`src/rtl/conv_pkg.sv`:
```
// conv_pkg: shared state encodings and default widths for the conv output writeback path
package conv_pkg;
    localparam int DEF_ADDR_WIDTH = 32;
    localparam int DEF_DATA_WIDTH = 32;
    localparam int DEF_DIM_WIDTH  = 10;
    localparam int DEF_ELEM_BYTES = 4;

    typedef enum logic [1:0] {ST_IDLE, ST_GEN, ST_DRAIN} main_state_t;
    typedef enum logic [1:0] {WB_IDLE, WB_POP, WB_WRITE} wb_state_t;
endpackage

```
`src/rtl/conv_output_writeback_sched_addr_gen.sv`:
```
// conv_out_addr_gen: walks (channel,row,col) and produces byte addresses with incremental pitch adders
// Ports: clk/rst; i_load latches base, dimensions and pitches and rewinds the walk;
// i_advance steps to the next element; o_addr is the current element address;
// o_last flags the final element of the tensor.
module conv_out_addr_gen
    import conv_pkg::*;
#(
    parameter int ADDR_WIDTH = DEF_ADDR_WIDTH,
    parameter int DIM_WIDTH  = DEF_DIM_WIDTH,
    parameter int ELEM_BYTES = DEF_ELEM_BYTES
) (
    input  logic                  clk,
    input  logic                  rst,
    input  logic                  i_load,
    input  logic [ADDR_WIDTH-1:0] i_base,
    input  logic [DIM_WIDTH-1:0]  i_out_w,
    input  logic [DIM_WIDTH-1:0]  i_out_h,
    input  logic [DIM_WIDTH-1:0]  i_out_ch,
    input  logic [ADDR_WIDTH-1:0] i_row_pitch,
    input  logic [ADDR_WIDTH-1:0] i_plane_pitch,
    input  logic                  i_advance,
    output logic [ADDR_WIDTH-1:0] o_addr,
    output logic                  o_last
);
    localparam logic [DIM_WIDTH-1:0] ONE = DIM_WIDTH'(1);

    logic [DIM_WIDTH-1:0]  r_w, r_h, r_c, r_col, r_row, r_ch;
    logic [ADDR_WIDTH-1:0] r_rp, r_pp, r_addr, r_row_start, r_plane_start;
    logic                  w_end_col, w_end_row, w_end_ch;
    logic [ADDR_WIDTH-1:0] w_next_row, w_next_plane;

    assign w_end_col    = r_col == r_w - ONE;
    assign w_end_row    = r_row == r_h - ONE;
    assign w_end_ch     = r_ch == r_c - ONE;
    assign w_next_row   = r_row_start + r_rp;
    assign w_next_plane = r_plane_start + r_pp;
    assign o_addr       = r_addr;
    assign o_last       = w_end_col & w_end_row & w_end_ch;

    always_ff @(posedge clk) begin
        if (rst) begin
            r_w           <= '0;
            r_h           <= '0;
            r_c           <= '0;
            r_rp          <= '0;
            r_pp          <= '0;
            r_col         <= '0;
            r_row         <= '0;
            r_ch          <= '0;
            r_addr        <= '0;
            r_row_start   <= '0;
            r_plane_start <= '0;
        end else if (i_load) begin
            r_w           <= i_out_w;
            r_h           <= i_out_h;
            r_c           <= i_out_ch;
            r_rp          <= i_row_pitch;
            r_pp          <= i_plane_pitch;
            r_col         <= '0;
            r_row         <= '0;
            r_ch          <= '0;
            r_addr        <= i_base;
            r_row_start   <= i_base;
            r_plane_start <= i_base;
        end else if (i_advance) begin
            if (!w_end_col) begin
                r_col  <= r_col + ONE;
                r_addr <= r_addr + ADDR_WIDTH'(ELEM_BYTES);
            end else if (!w_end_row) begin
                r_col       <= '0;
                r_row       <= r_row + ONE;
                r_row_start <= w_next_row;
                r_addr      <= w_next_row;
            end else begin
                // new plane: row start and element address both restart at the plane origin
                r_col         <= '0;
                r_row         <= '0;
                r_ch          <= r_ch + ONE;
                r_plane_start <= w_next_plane;
                r_row_start   <= w_next_plane;
                r_addr        <= w_next_plane;
            end
        end
    end
endmodule

```
`src/rtl/conv_output_writeback_sched.sv`:
```
// conv_output_writeback_sched: pushes output addresses into the address FIFO and writes results back to memory
// Ports: clk/rst; i_start + i_cfg_* launch a layer; o_aq_push/o_aq_addr feed the external
// address FIFO, o_aq_pop/i_aq_out_addr drain it; i_res_* / o_res_ready accept results;
// o_wr_* / i_wr_ready is the memory write port; o_busy while running, o_done one-cycle pulse.
module conv_output_writeback_sched
    import conv_pkg::*;
#(
    parameter int ADDR_WIDTH = DEF_ADDR_WIDTH,
    parameter int DATA_WIDTH = DEF_DATA_WIDTH,
    parameter int DIM_WIDTH  = DEF_DIM_WIDTH,
    parameter int Q_DEPTH    = 16,
    parameter int ELEM_BYTES = DEF_ELEM_BYTES
) (
    input  logic                  clk,
    input  logic                  rst,
    input  logic                  i_start,
    input  logic [ADDR_WIDTH-1:0] i_cfg_base,
    input  logic [DIM_WIDTH-1:0]  i_cfg_out_w,
    input  logic [DIM_WIDTH-1:0]  i_cfg_out_h,
    input  logic [DIM_WIDTH-1:0]  i_cfg_out_ch,
    input  logic [ADDR_WIDTH-1:0] i_cfg_row_pitch,
    input  logic [ADDR_WIDTH-1:0] i_cfg_plane_pitch,
    output logic                  o_aq_push,
    output logic [ADDR_WIDTH-1:0] o_aq_addr,
    output logic                  o_aq_pop,
    input  logic [ADDR_WIDTH-1:0] i_aq_out_addr,
    input  logic                  i_res_valid,
    input  logic [DATA_WIDTH-1:0] i_res_data,
    output logic                  o_res_ready,
    output logic                  o_wr_valid,
    output logic [ADDR_WIDTH-1:0] o_wr_addr,
    output logic [DATA_WIDTH-1:0] o_wr_data,
    input  logic                  i_wr_ready,
    output logic                  o_busy,
    output logic                  o_done
);
    localparam int OW = $clog2(Q_DEPTH + 1);
    localparam int CW = 3 * DIM_WIDTH;

    main_state_t           r_state, w_state_nxt;
    wb_state_t             r_wb, w_wb_nxt;
    logic [OW-1:0]         r_occ;
    logic [CW-1:0]         r_push_cnt, r_wr_cnt;
    logic [ADDR_WIDTH-1:0] r_wr_addr;
    logic [DATA_WIDTH-1:0] r_wr_data;
    logic                  r_done;
    logic                  w_start, w_zero, w_last, w_accept, w_fin;

    conv_out_addr_gen #(
        .ADDR_WIDTH(ADDR_WIDTH),
        .DIM_WIDTH (DIM_WIDTH),
        .ELEM_BYTES(ELEM_BYTES)
    ) u_gen (
        .clk          (clk),
        .rst          (rst),
        .i_load       (w_start),
        .i_base       (i_cfg_base),
        .i_out_w      (i_cfg_out_w),
        .i_out_h      (i_cfg_out_h),
        .i_out_ch     (i_cfg_out_ch),
        .i_row_pitch  (i_cfg_row_pitch),
        .i_plane_pitch(i_cfg_plane_pitch),
        .i_advance    (o_aq_push),
        .o_addr       (o_aq_addr),
        .o_last       (w_last)
    );

    assign w_start     = (r_state == ST_IDLE) & i_start;
    assign w_zero      = (i_cfg_out_w == '0) | (i_cfg_out_h == '0) | (i_cfg_out_ch == '0);
    assign o_aq_push   = (r_state == ST_GEN) & (r_occ < OW'(Q_DEPTH));
    assign o_res_ready = (r_state != ST_IDLE) & (r_wb == WB_IDLE) & (r_occ != '0);
    assign o_aq_pop    = i_res_valid & o_res_ready;
    assign w_accept    = (r_wb == WB_WRITE) & i_wr_ready;
    // every element has been pushed once in DRAIN, so the push count is the element total
    assign w_fin       = (r_state == ST_DRAIN) & w_accept & (r_wr_cnt + CW'(1) == r_push_cnt);
    assign o_wr_valid  = r_wb == WB_WRITE;
    assign o_wr_addr   = r_wr_addr;
    assign o_wr_data   = r_wr_data;
    assign o_busy      = r_state != ST_IDLE;
    assign o_done      = r_done;

    always_comb begin
        w_state_nxt = r_state;
        case (r_state)
            ST_IDLE:  if (w_start && !w_zero) w_state_nxt = ST_GEN;
            ST_GEN:   if (o_aq_push && w_last) w_state_nxt = ST_DRAIN;
            ST_DRAIN: if (w_fin) w_state_nxt = ST_IDLE;
            default:  w_state_nxt = ST_IDLE;
        endcase
    end

    always_comb begin
        w_wb_nxt = r_wb;
        case (r_wb)
            WB_IDLE:  if (o_aq_pop) w_wb_nxt = WB_POP;
            WB_POP:   w_wb_nxt = WB_WRITE;
            WB_WRITE: if (i_wr_ready) w_wb_nxt = WB_IDLE;
            default:  w_wb_nxt = WB_IDLE;
        endcase
    end

    always_ff @(posedge clk) begin
        if (rst) begin
            r_state    <= ST_IDLE;
            r_wb       <= WB_IDLE;
            r_occ      <= '0;
            r_push_cnt <= '0;
            r_wr_cnt   <= '0;
            r_wr_addr  <= '0;
            r_wr_data  <= '0;
            r_done     <= 1'b0;
        end else begin
            r_state <= w_state_nxt;
            r_wb    <= w_wb_nxt;
            r_occ   <= r_occ + OW'(o_aq_push) - OW'(o_aq_pop);
            r_done  <= (w_start & w_zero) | w_fin;
            if (w_start) begin
                r_push_cnt <= '0;
                r_wr_cnt   <= '0;
            end else begin
                r_push_cnt <= r_push_cnt + CW'(o_aq_push);
                r_wr_cnt   <= r_wr_cnt + CW'(w_accept);
            end
            if (o_aq_pop) r_wr_data <= i_res_data;
            if (r_wb == WB_POP) r_wr_addr <= i_aq_out_addr;
        end
    end
endmodule

```
`config.mk`:
```
export PLATFORM = sky130hd
export DESIGN_NAME = conv_output_writeback_sched
export DESIGN_NICKNAME = d
export VERILOG_FILES = /design/src/rtl/conv_pkg.sv /design/src/rtl/conv_output_writeback_sched_addr_gen.sv /design/src/rtl/conv_output_writeback_sched.sv
export SDC_FILE = /design/constraint.sdc
export NUM_CORES = 1
export LEC_CHECK = 0
export BUFFER_PORTS_ARGS = -buffer_cell sky130_fd_sc_hd__buf_4
export CAP_MARGIN = 10
export CORE_MARGIN = 4
export CORE_UTILIZATION = 62
export DETAILED_ROUTE_END_ITERATION = 8
export PLACE_DENSITY = 0.86
export SYNTH_ARGS = -nofsm -noshare
export SYNTH_HDL_FRONTEND = slang
export SYNTH_SLANG_ARGS = --single-unit
```
`constraint.sdc`:
```
create_clock -name clk -period 5.1 [get_ports clk]
set_input_delay 1.53 -clock clk [delete_from_list [all_inputs] [get_ports clk]]
set_output_delay 1.53 -clock clk [all_outputs]
set_load 0.05 [all_outputs]
```
==> out/qor.txt <==
Final antenna-violating net count: 0
Die Footprint: 34730 um^2
Cts repair resizes: 0
Count of flip-flops with a built-in enable after synthesis: 0
CTS root buffer: clkbuf_16
Post-route DRC violation count: 0
Iteration-0 DRC Markers: 2062
Total setup violations reported at the end of the flow: 0
Worst rel slew slack: 0.09161
Critical path class: register to primary output
Leading area contributor after synthesis: dfxtp_1
Global router's overall resource usage: 0.3410
Portion of the post-synthesis area used by sequential elements: 0.3593
Worst Setup End Kind: primary output
Total count of hold-check failures in the final report: 0
GPL Wtd Cong: 0.9903
Largest fanout on the critical path: 16
Critical Path AT: 2.60 ns
Maximum clock insertion buffer count: 3
Number of synthesis warnings: 0
Final critical-path share of the clock period: 0.8106
Proportion of netlist area held by the largest area contributor: 0.3593
Initial antenna violation count: 0
Clock transition at the registers of the reported paths: 0.06 ns
Minimum clock period after layout: 4.134 ns
Number of distinct library cell variants in the gate-level netlist after synthesis: 78
Post-layout net count: 3070
Vias: 20250
Most prevalent standard cell on the critical path: inv_1
Post-Synthesis Cell Area: 19730 um^2
CTS H-tree depth: 2
Sort of element at the start of the critical path: register
Post-route setup TNS: 0 ns
Floorplan die width: 186.4 um
Initial standard-cell utilization of the core: 0.6267
Core area: 31470 um^2
Min-Delay Path Class: register to register
Crit path buf inv count: 3
Pre-antenna DRT Iters: 8
Number of instances in the synthesized netlist: 2576
Slowest stage cell on the critical path: inv_1
Final Max Slew Viols: 0
Static power due to leakage: 9.606 nW
Largest net degree at the start of global routing: 96
Synthesized flop and latch total: 354
TritonCTS buffer count: 39
Ratio of cells with drive above 1 in the final layout: 0.1478
Met1 demand-to-capacity share in global routing: 0.4376
Worst clock skew on the final layout: 0.01777 ns
Buffer count from post-CTS setup fixing: 0
Sinks on Clock Net: 354
Required @ worst endpoint: 3.57 ns
Met2 track demand over resource: 0.5517
Unrepaired setup endpoints after global routing: no
Maximum vdd ir drop: 0.0002899 V
# IOs: 297
TritonCTS clock tree: built
Insertion delay of the later-clocked pin in the worst-skew pair: 0.54 ns
Via-to-Cell Ratio: 6.280
Least-Margin Pin Slew: 1.358 ns
Achievable clock frequency: 241.9 MHz
Height of the die: 186.4 um
Average instance area after synthesis: 7.657 um^2
Hold-fix buffers, CTS: 0
Nets in the synthesized netlist: 2854
Delay-heaviest family, CP: buffers and inverters
Layer with the highest usage: met2
Via count of the first global-routing pass: 19420
Sum of net half-perimeters after detailed placement: 45880 um
Routed WL per cell: 19.46 um
Longest individual stage delay on the worst path: 0.43 ns
Total Power Consumption: 0.007561 W
Most used DFF post-synth: dfxtp_1
GRT Residual Overflow: 0
Wire length of the first global-routing pass: 99190 um
Status: completed
Number of port buffers: 296
Proportion of synthesized flip-flops having asynchronous set or reset: 0
Total power density per cell area: 323.3 nW/um^2
Routed WL: 62730 um
Worst-path cell chain: inv_1, ha_1, nor4b_1, nor4_1, nand2_1, inv_1, buf_4
Layout area overhead: 18.55%
Global-route track usage on met3: 0.08773
MaxCap Viol Count: 0
Floorplan row count: 65
Cell types occupying the most area after synthesis: dfxtp_1, nand2_1, a21oi_1
==> per-layer routing <==
layer  vias to the layer above  wire length, um  share of wire
met3                       206             7270           0.12
li1                       9508                -              -
met1                      9408            24640           0.39
met4                         0             2770          0.044
met2                      1125            28040           0.45
met5                         -                0              0
==> path summary, 6_finish.rpt <==
check,start,to,slack [ns],cells past startpoint
min reg2reg,o_wr_addr[9],o_wr_addr[9],0.46,2
max,r_occ[2],o_aq_pop,0.97,7
min,o_wr_addr[9],o_wr_addr[9],0.46,2
max reg2reg,u_gen.r_w[2],r_state[0],1.31,10
==> layout make-up <==
class | instances | area, um^2
Clock inverter | 16 | 163.9
Multi-Input combinational cell | 2033 | 11930
Timing Repair Buffer | 321 | 2429
Inverter | 43 | 161.4
Sequential cell | 354 | 7087
Antenna cell | 1 | 2.502
Clock buffer | 54 | 1112
Tap cell | 402 | 503.0
Fill cell | 2361 | 8089
==> cells in the mapped netlist, types with 9 or more instances <==
library cell / number
and3_1: 38
nand3b_1: 11
clkbuf_1: 119
inv_1: 42
a2111oi_0: 9
o21bai_1: 11
or3_1: 24
dfxtp_1: 354
nor3_1: 47
nor4_1: 18
buf_1: 14
o21ai_0: 107
nand2_1: 513
nor2b_1: 11
o21a_1: 13
buf_2: 11
nand4_1: 45
nand3_1: 80
a211oi_1: 38
a31oi_1: 50
nor2_1: 215
a21o_1: 29
o22ai_1: 11
xnor2_1: 100
a21oi_1: 287
and4_1: 12
and2_1: 11
nand2b_1: 11
mux2i_1: 14
a311oi_1: 14
ha_1: 80
xor2_1: 108
==> registers in the layout (all words and copies together) (netlist names) <==
signal               count
o_wr_addr               32
o_wr_data               32
u_gen.o_addr            32
u_gen.r_plane_start     32
u_gen.r_pp              32
u_gen.r_row_start       32
u_gen.r_rp              32
r_push_cnt              30
r_wr_cnt                30
u_gen.r_c               10
u_gen.r_ch              10
u_gen.r_col             10
u_gen.r_h               10
u_gen.r_row             10
u_gen.r_w               10
r_occ                    5
r_state                  2
r_wb                     2
o_done                   1
==> placed cells by master, fill, tap and decap left out, drive strengths merged, types with 12 or more instances in the layout <==
| cell type | synthesis | final |
|---|---|---|
| nand2 | 515 | 515 |
| dfxtp | 354 | 354 |
| buf | 27 | 321 |
| a21oi | 287 | 287 |
| nor2 | 215 | 215 |
| o21ai | 110 | 110 |
| xor2 | 108 | 108 |
| xnor2 | 100 | 100 |
| nand3 | 80 | 80 |
| ha | 80 | 80 |
| clkbuf | 119 | 54 |
| a31oi | 50 | 50 |
| nor3 | 47 | 47 |
| nand4 | 47 | 47 |
| inv | 42 | 47 |
| and3 | 38 | 38 |
| a211oi | 38 | 38 |
| a21o | 29 | 29 |
| or3 | 24 | 24 |
| nor4 | 21 | 21 |
| mux2i | 14 | 14 |
| a311oi | 14 | 14 |
| o21a | 13 | 13 |
| nor2b | 13 | 13 |
| and4 | 12 | 12 |
==> kinds of logic (layout without fill, tap and decap cells) <==
kind of cell    Yosys count  count (layout)  share of synthesized area
compound gates          649             649                     0.1996
fa+ha+maj                83              83                    0.05379
flops                   354             354                     0.3593
xor+xnor                208             208                    0.09236
simple gates           1078            1078                     0.2500
other cells               0               1                          0
mux                      15              15                   0.007675
buf+inv                 189             434                    0.03723
==> through the flow <==
step	hold slack, ns	util	worst slack [ns]	cells	instance area, um^2
after global placement	0.4418	0.7014	1.222	3151	22080
final	0.4555	0.7430	0.9658	3224	23380
after global routing	0.4788	0.7429	0.8146	3223	23380
after CTS	0.4553	0.7420	0.9845	3221	23350
after detailed placement	0.4466	0.7014	1.221	3151	22080
after floorplan	0.4400	-	0.04019	2576	19730
==> tightest hold or removal path, cell delays in order (launching register included) <==
cell and delay [ns]:
dfxtp_1 0.31, nand2_1 0.05, a21oi_1 0.05
==> power by group <==
part | internal [W] | switching [W] | total, W
combinational | 0.000599 | 0.00105 | 0.00165
sequential | 0.00294 | 0.000167 | 0.00310
clock | 0.00164 | 0.00117 | 0.00281
Power figures use the tool's default switching activity.
